--- config.mk ---
export PLATFORM = sky130hd
export DESIGN_NAME = s298_resp_misr
export DESIGN_NICKNAME = d
export VERILOG_FILES = /design/src/rtl/s298_resp_misr.sv
export SDC_FILE = /design/constraint.sdc
export NUM_CORES = 1
export LEC_CHECK = 0
export ABC_CLOCK_PERIOD_IN_PS = 1700
export CAP_MARGIN = 0
export CORE_MARGIN = 3
export CORE_UTILIZATION = 45
export DETAILED_ROUTE_END_ITERATION = 7
export PLACE_DENSITY = 0.71
export SYNTH_ARGS = -nofsm -noshare
export SYNTH_HDL_FRONTEND = slang
export SYNTH_SLANG_ARGS = --single-unit
--- constraint.sdc ---
create_clock -name CK -period 1.7 [get_ports CK]
set_input_delay 0.255 -clock CK [delete_from_list [all_inputs] [get_ports CK]]
set_output_delay 0.255 -clock CK [all_outputs]
set_load 0.01 [all_outputs]
--- src/rtl/s298_resp_misr.sv ---
// Response compactor for the s298 controller: folds a programmed number of output
// vectors into a 16-bit MISR signature and counts vector changes. Optional S298_RESP_XMASK_EN adds an XMASK input.
module s298_resp_misr #(
    parameter int unsigned    SIG_W = 16,
    parameter int unsigned    CYC_W = 10,
    parameter logic [SIG_W-1:0] POLY  = 16'h1021,
    parameter logic [SIG_W-1:0] SEED  = 16'hFFFF
) (
    input  logic             CK,
    input  logic             RST,
    input  logic             START,
    input  logic [CYC_W-1:0] NCYC,
    input  logic             G66,
    input  logic             G67,
    input  logic             G117,
    input  logic             G118,
    input  logic             G132,
    input  logic             G133,
`ifdef S298_RESP_XMASK_EN
    input  logic [5:0]       XMASK,
`endif
    input  logic             SIG_ACK,
    output logic             BUSY,
    output logic [SIG_W-1:0] SIG,
    output logic             SIG_VALID,
    output logic [15:0]      TOGGLES
);

    typedef enum logic [1:0] {
        IDLE = 2'd0,
        RUN  = 2'd1,
        HOLD = 2'd2
    } state_t;

    state_t             state;
    logic [CYC_W-1:0]   count;
    logic [5:0]         prev;
    logic [5:0]         vec;
    logic [SIG_W-1:0]   sig_next;

`ifdef S298_RESP_XMASK_EN
    assign vec = {G133, G132, G118, G117, G67, G66} & ~XMASK;
`else
    assign vec = {G133, G132, G118, G117, G67, G66};
`endif

    assign sig_next = {SIG[SIG_W-2:0], 1'b0}
                    ^ (SIG[SIG_W-1] ? POLY : '0)
                    ^ {{(SIG_W-6){1'b0}}, vec};

    always_ff @(posedge CK) begin
        if (RST) begin
            state     <= IDLE;
            SIG       <= '0;
            TOGGLES   <= '0;
            BUSY      <= 1'b0;
            SIG_VALID <= 1'b0;
            count     <= '0;
            prev      <= '0;
        end else begin
            case (state)
                IDLE: begin
                    if (START && (NCYC != '0)) begin
                        SIG     <= SEED;
                        TOGGLES <= '0;
                        count   <= NCYC;
                        prev    <= vec;
                        BUSY    <= 1'b1;
                        state   <= RUN;
                    end
                end
                RUN: begin
                    SIG <= sig_next;
                    if ((vec != prev) && (TOGGLES != 16'hFFFF))
                        TOGGLES <= TOGGLES + 16'd1;
                    prev  <= vec;
                    count <= count - 1'b1;
                    // Last capture: result is presented on this very edge
                    if (count == {{(CYC_W-1){1'b0}}, 1'b1}) begin
                        BUSY      <= 1'b0;
                        SIG_VALID <= 1'b1;
                        state     <= HOLD;
                    end
                end
                HOLD: begin
                    if (SIG_ACK) begin
                        SIG_VALID <= 1'b0;
                        state     <= IDLE;
                    end
                end
                default: begin
                    BUSY      <= 1'b0;
                    SIG_VALID <= 1'b0;
                    state     <= IDLE;
                end
            endcase
        end
    end

endmodule

After elaboration in Yosys (flattened, before gate mapping) --
Cells that the tools add are included. Widths: inputs -> output; s select.
Cells by class: reduce and logical (&&, ||, !) cells 10, bitwise operators 4, multiplexer cells 20, equality and inequality tests 9, $add $sub $neg 2
Operators by type and width (count):
- $pmux 16 s2 | 2
- $mux 16 | 3
- $pmux 10 s2 | 1
- $add 16x1->16 const B | 1
- $ne 16x16->1 const B | 1
- $xor 16x13->16 | 1
- $xor 16x6->16 | 1
- $mux 13 | 1
- $pmux 6 s2 | 1
- $reduce_and 3->1 | 4
- $eq 10x1->1 const B | 1
- $mux 10 | 1
- $reduce_bool 10->1 | 1
- $sub 10x1->10 const B | 1
- $ne 2x2->1 const B | 4
- $mux 2 | 3
- $mux 6 | 1
- $ne 6x6->1 | 1
- $pmux 1 s3 | 2
- $pmux 2 s3 | 1
- $mux 1 | 4
- $eq 2x1->1 const B | 1
- $eq 2x2->1 const B | 1
- $logic_and 1x1->1 | 2
- other kinds (4) | 5
Storage, ports and cells: output and inout port bits 34, input bits 20, logic and storage cells 52, register bits 52

Logic depth before layout (Yosys ltp) --
word-level depth 4, gate-level depth with buffers 8, depth with buffers taken out 7

Worst setup path after synthesis --
No wires, ideal clock.
path type register to register, start point register TOGGLES[0], end point register TOGGLES[1], slack -0.086 ns, data required time 1.568 ns, period minus slack after synthesis 1.786 ns, setup time 0.132 ns, stages on the path, launching flop included 9, arrival time 1.654 ns, buffers on the path 1, path through dfxtp_1 > ha_1 > nand2_1 > nor4_2 > nand3_2 > a21oi_4 > buf_6 > nand3b_1 > a21oi_1
Between the ends: word-level cells in the longest chain between the ends 4, elaborated cells on any way between the ends 7, those cells by class 1 x add/sub; 2 x eq/ne; 2 x mux; 2 x reduce/logical
Ends and longest elaborated chain:
- from (decl) | line 26 | output logic [15:0] TOGGLES
- from (signal assigned) | line 75 | TOGGLES <= TOGGLES + 16'd1;
- branches (longest 4 deep; another with $add 16x1->16)
Several ways; the timed one is not identified. The select of a mux whose other input is x is not followed. A chain may end at the register's enable or synchronous reset.

Final worst setup path --
start point register TOGGLES[1], end point register TOGGLES[1]
The elaborated chain is that of the path after synthesis.

==> flow_summary.toml <==
[status]
outcome = "finished, violations left"
violations = "negative setup slack"

[cts]
worstSkewPairLatency_ns = 0.31
root_buffer = "clkbuf_8"
cts_buffers = 5
cts_buffer_depth = 2
postCtsHoldBufs = 0
cts_sinks = 52
clk_pin_slew_ns = 0.09
cts_max_level = 2
tritoncts = "built"

[route]
wl_met3_um = 236
met2_length_mm = 3.42
routed_wl_mm = 6.86
top_layer = "met4"
drtAntennaViolNets = 0
via_per_inst = 5.51
drc = 0
vias = 2594
wl_met1_mm = 3.09
drt_first_iter_violations = 97
routedWlPerCell_um = 14.6
first_pass_iters = 4

[timing]
slew_viol_final = 0
slew_headroom = 0.747
hold_viol_final = 0
min_period_over_period = 1.05
setup_violations = 13
worst_pin_slew_ns = 0.376
setup_slack_ns = -0.0839
fin_skew_ns = 0.00354
rsz0062_at_grt = "true"
period_minus_slack_ns = 1.78
max_freq_ghz = 0.561

[power]
ir_worst_vdd_mv = 0.592
leakage_nw = 1.47
switchingPower_uw = 885
internal_power_mw = 2.12
clockPowerShare = 0.263
power_frac_comb = 0.270
power_mw = 3.00
power.density_nw_per_um2 = 792
pwr-share-seq = 0.467
switching_share = 0.295

[final_layout]
area_growth_pct = 54.3
drive_above_1_share = 0.289
fin_area_um2 = 3790
antenna_cells = 0
fillers = 417
nets = 423

[floorplanning]
initial_core_util = 0.472
coreArea_um2 = 5200
dieArea_um2 = 6380
die_h_um = 79.9
die-width_um = 79.9
ioPinCount = 54
core.rowCount = 26

[global_route]
grt_pass1_wl_mm = 10.6
grtUsageTotal = 0.206
antenna_found_initial = 0
grt_max_degree = 28
grt_pass1_vias = 2445
grt_overflow = 0

[placed_design]
placed_area_um2 = 3440
portBuffers = 53
place_congestion = 0.814
place_hpwl_mm = 4.64

[setup_path]
rr_startpoint = "TOGGLES[1]$_SDFFE_PP0P_"
reg2reg_slack_ns = -0.08
cp_max_fo = 7
r2r_cells = 8
cp-start-kind = "flip-flop"
critPathLaunch = "TOGGLES[1]$_SDFFE_PP0P_"
cp.arrival_ns = 1.98
endpoint_kind = "flip-flop"
path_class = "reg2reg"
required_ns = 1.89
critPathCapture = "TOGGLES[1]$_SDFFE_PP0P_"
r2r-end = "TOGGLES[1]$_SDFFE_PP0P_"

[synth]
synth.distinct_cells = 43
synth_top_area_cell = "dfxtp_1"
synthMostInstantiatedCell = "dfxtp_1"
syn_avg_cell_area_um2 = 8.27
syn_inst = 297
synth-seq-cells = 52
yosys.area_share.simple = 0.258
synth_compound_area_frac = 0.204
yosysTopAreaCellShare = 0.424
ys_warn_count = 0
synth_nets = 320
synth_xor_xnor_area_share = 0.0571
syn_area_um2 = 2450
synth_fa_ha_area_frac = 0.0153
synth_top_flop_cell = "dfxtp_1"
synth_top_family_by_area = "simple AND/OR/NAND/NOR gates"
synth_common_cells = "dfxtp_1, nand2_1, a21oi_1"
synth.yosys.seq_area_share = 0.424
synth-edff-count = 0
synthTopCellsByArea = "dfxtp_1, nand2_1, a21oi_1, nor2_1, xnor2_1"
synth_mux_area_frac = 0
async_reset_ff_frac = 0

[worst_hold_path]
holdCritPathClass = "in2reg"

[run]
cap_violations = 0
## flip-flops by register name (all words and copies together), names as in the netlist
register,count
SIG_VALID,1
TOGGLES,16
BUSY,1
count,10
prev,6
state,2
SIG,16
## area by class of cell
| class | instances | area (um2) | area share |
|---|---|---|---|
| inverters | 4 | 15.0 | 0.00396 |
| clock buffers | 7 | 97.6 | 0.0258 |
| clock inverters | 1 | 5.00 | 0.00132 |
| repair buffers | 112 | 1030 | 0.271 |
| well taps | 70 | 87.6 | 0.0231 |
| flip-flops and latches | 52 | 1060 | 0.279 |
| multi-input cells | 225 | 1500 | 0.396 |
## repair_timing
| item | CTS | global route |
|---|---|---|
| resized for setup | 15 | 42 |
| setup buffers | 1 | 1 |
| pin swaps | 7 | 30 |
| hold endpoints to repair | 0 | 0 |
| setup endpoints to repair | 40 | 34 |
| cloned | 0 | 3 |
## critical path, stage by stage (launching register included)
cell and delay, ns:
dfxtp_4 0.37, ha_4 0.14, nand2_4 0.06, nor4_4 0.26, nand3_2 0.16, a21oi_4 0.30
clkbuf_16 0.21, nand3b_1 0.11, a21oi_1 0.06
## power by group through the flow
stage          Clock [mW]  Combinational, mW  Sequential [mW]
6_report            0.788              0.811             1.40
2_1_floorplan           0              0.359             1.44
3_5_place_dp            0              0.725             1.42
5_1_grt             0.835              0.886             1.42
3_3_place_gp            0              0.711             1.42
4_1_cts             0.796              0.739             1.39
## logic make-up after synthesis
| logic type | Yosys count |
|---|---|
| simple gates | 126 |
| fa+ha+maj | 3 |
| flops | 52 |
| buf+inv | 20 |
| compound gates | 80 |
| xor+xnor | 16 |
## worst min path at each step
stage               cells past startpoint                    end  slack, ns                 start
floorplan                               2   prev[0]$_SDFFE_PP0P_       0.40                   G66
global placement                        2   prev[5]$_SDFFE_PP0P_       0.45  prev[5]$_SDFFE_PP0P_
finish                                  3  count[5]$_SDFFE_PP0P_       0.31               NCYC[5]
CTS                                     3   prev[4]$_SDFFE_PP0P_       0.38                  G132
detailed placement                      2   prev[4]$_SDFFE_PP0P_       0.46  prev[4]$_SDFFE_PP0P_
global route                            3  count[5]$_SDFFE_PP0P_       0.35               NCYC[5]
## cell usage in the layout, fill, tap and decap left out, types with 3 or more instances in the layout
cell             netlist  final
clkdlybuf4s50_1        0     43
or4_1                  7      3
nand3_1               11     11
clkbuf_8               0      5
buf_4                  0     55
dfxtp_2                0      6
xnor2_1               12      9
o21ai_0                9      4
clkbuf_16              0      3
o31ai_1                8      8
and3_1                 3      3
or3_4                  0      3
o21ai_1                0      3
or4_4                  0      4
inv_1                  4      4
dlygate4sd2_1          0      6
a221oi_1               8      8
a31oi_1               13     13
nor3_1                 4      3
nand2_1               46     43
a21oi_1               34     27
dfxtp_1               52     44
a21oi_2                0      7
dlymetal6s2s_1         0      4
nand4_1                4      4
nor2_1                28     27
xnor2_2                0      3
## per-stage QoR
step | setup slack (ns) | instances | setup TNS, ns | hold slack, ns | utilization
floorplan | -0.0148 | 297 | -0.0401 | 0.395 | -
detailed placement | -0.449 | 458 | -18.14 | 0.457 | 0.661
finish | -0.0839 | 471 | -0.752 | 0.315 | 0.728
CTS | 0.00536 | 467 | 0 | 0.378 | 0.686
global route | -0.144 | 471 | -1.67 | 0.349 | 0.728
global placement | -0.412 | 458 | -13.97 | 0.452 | 0.661
## layer usage
layer,vias up,track usage
met2,56,0.363
li1,1276,-
met1,1252,0.253
met4,0,0.0760
met3,10,0.0316
met5,-,0
Power figures use the tool's default switching activity.
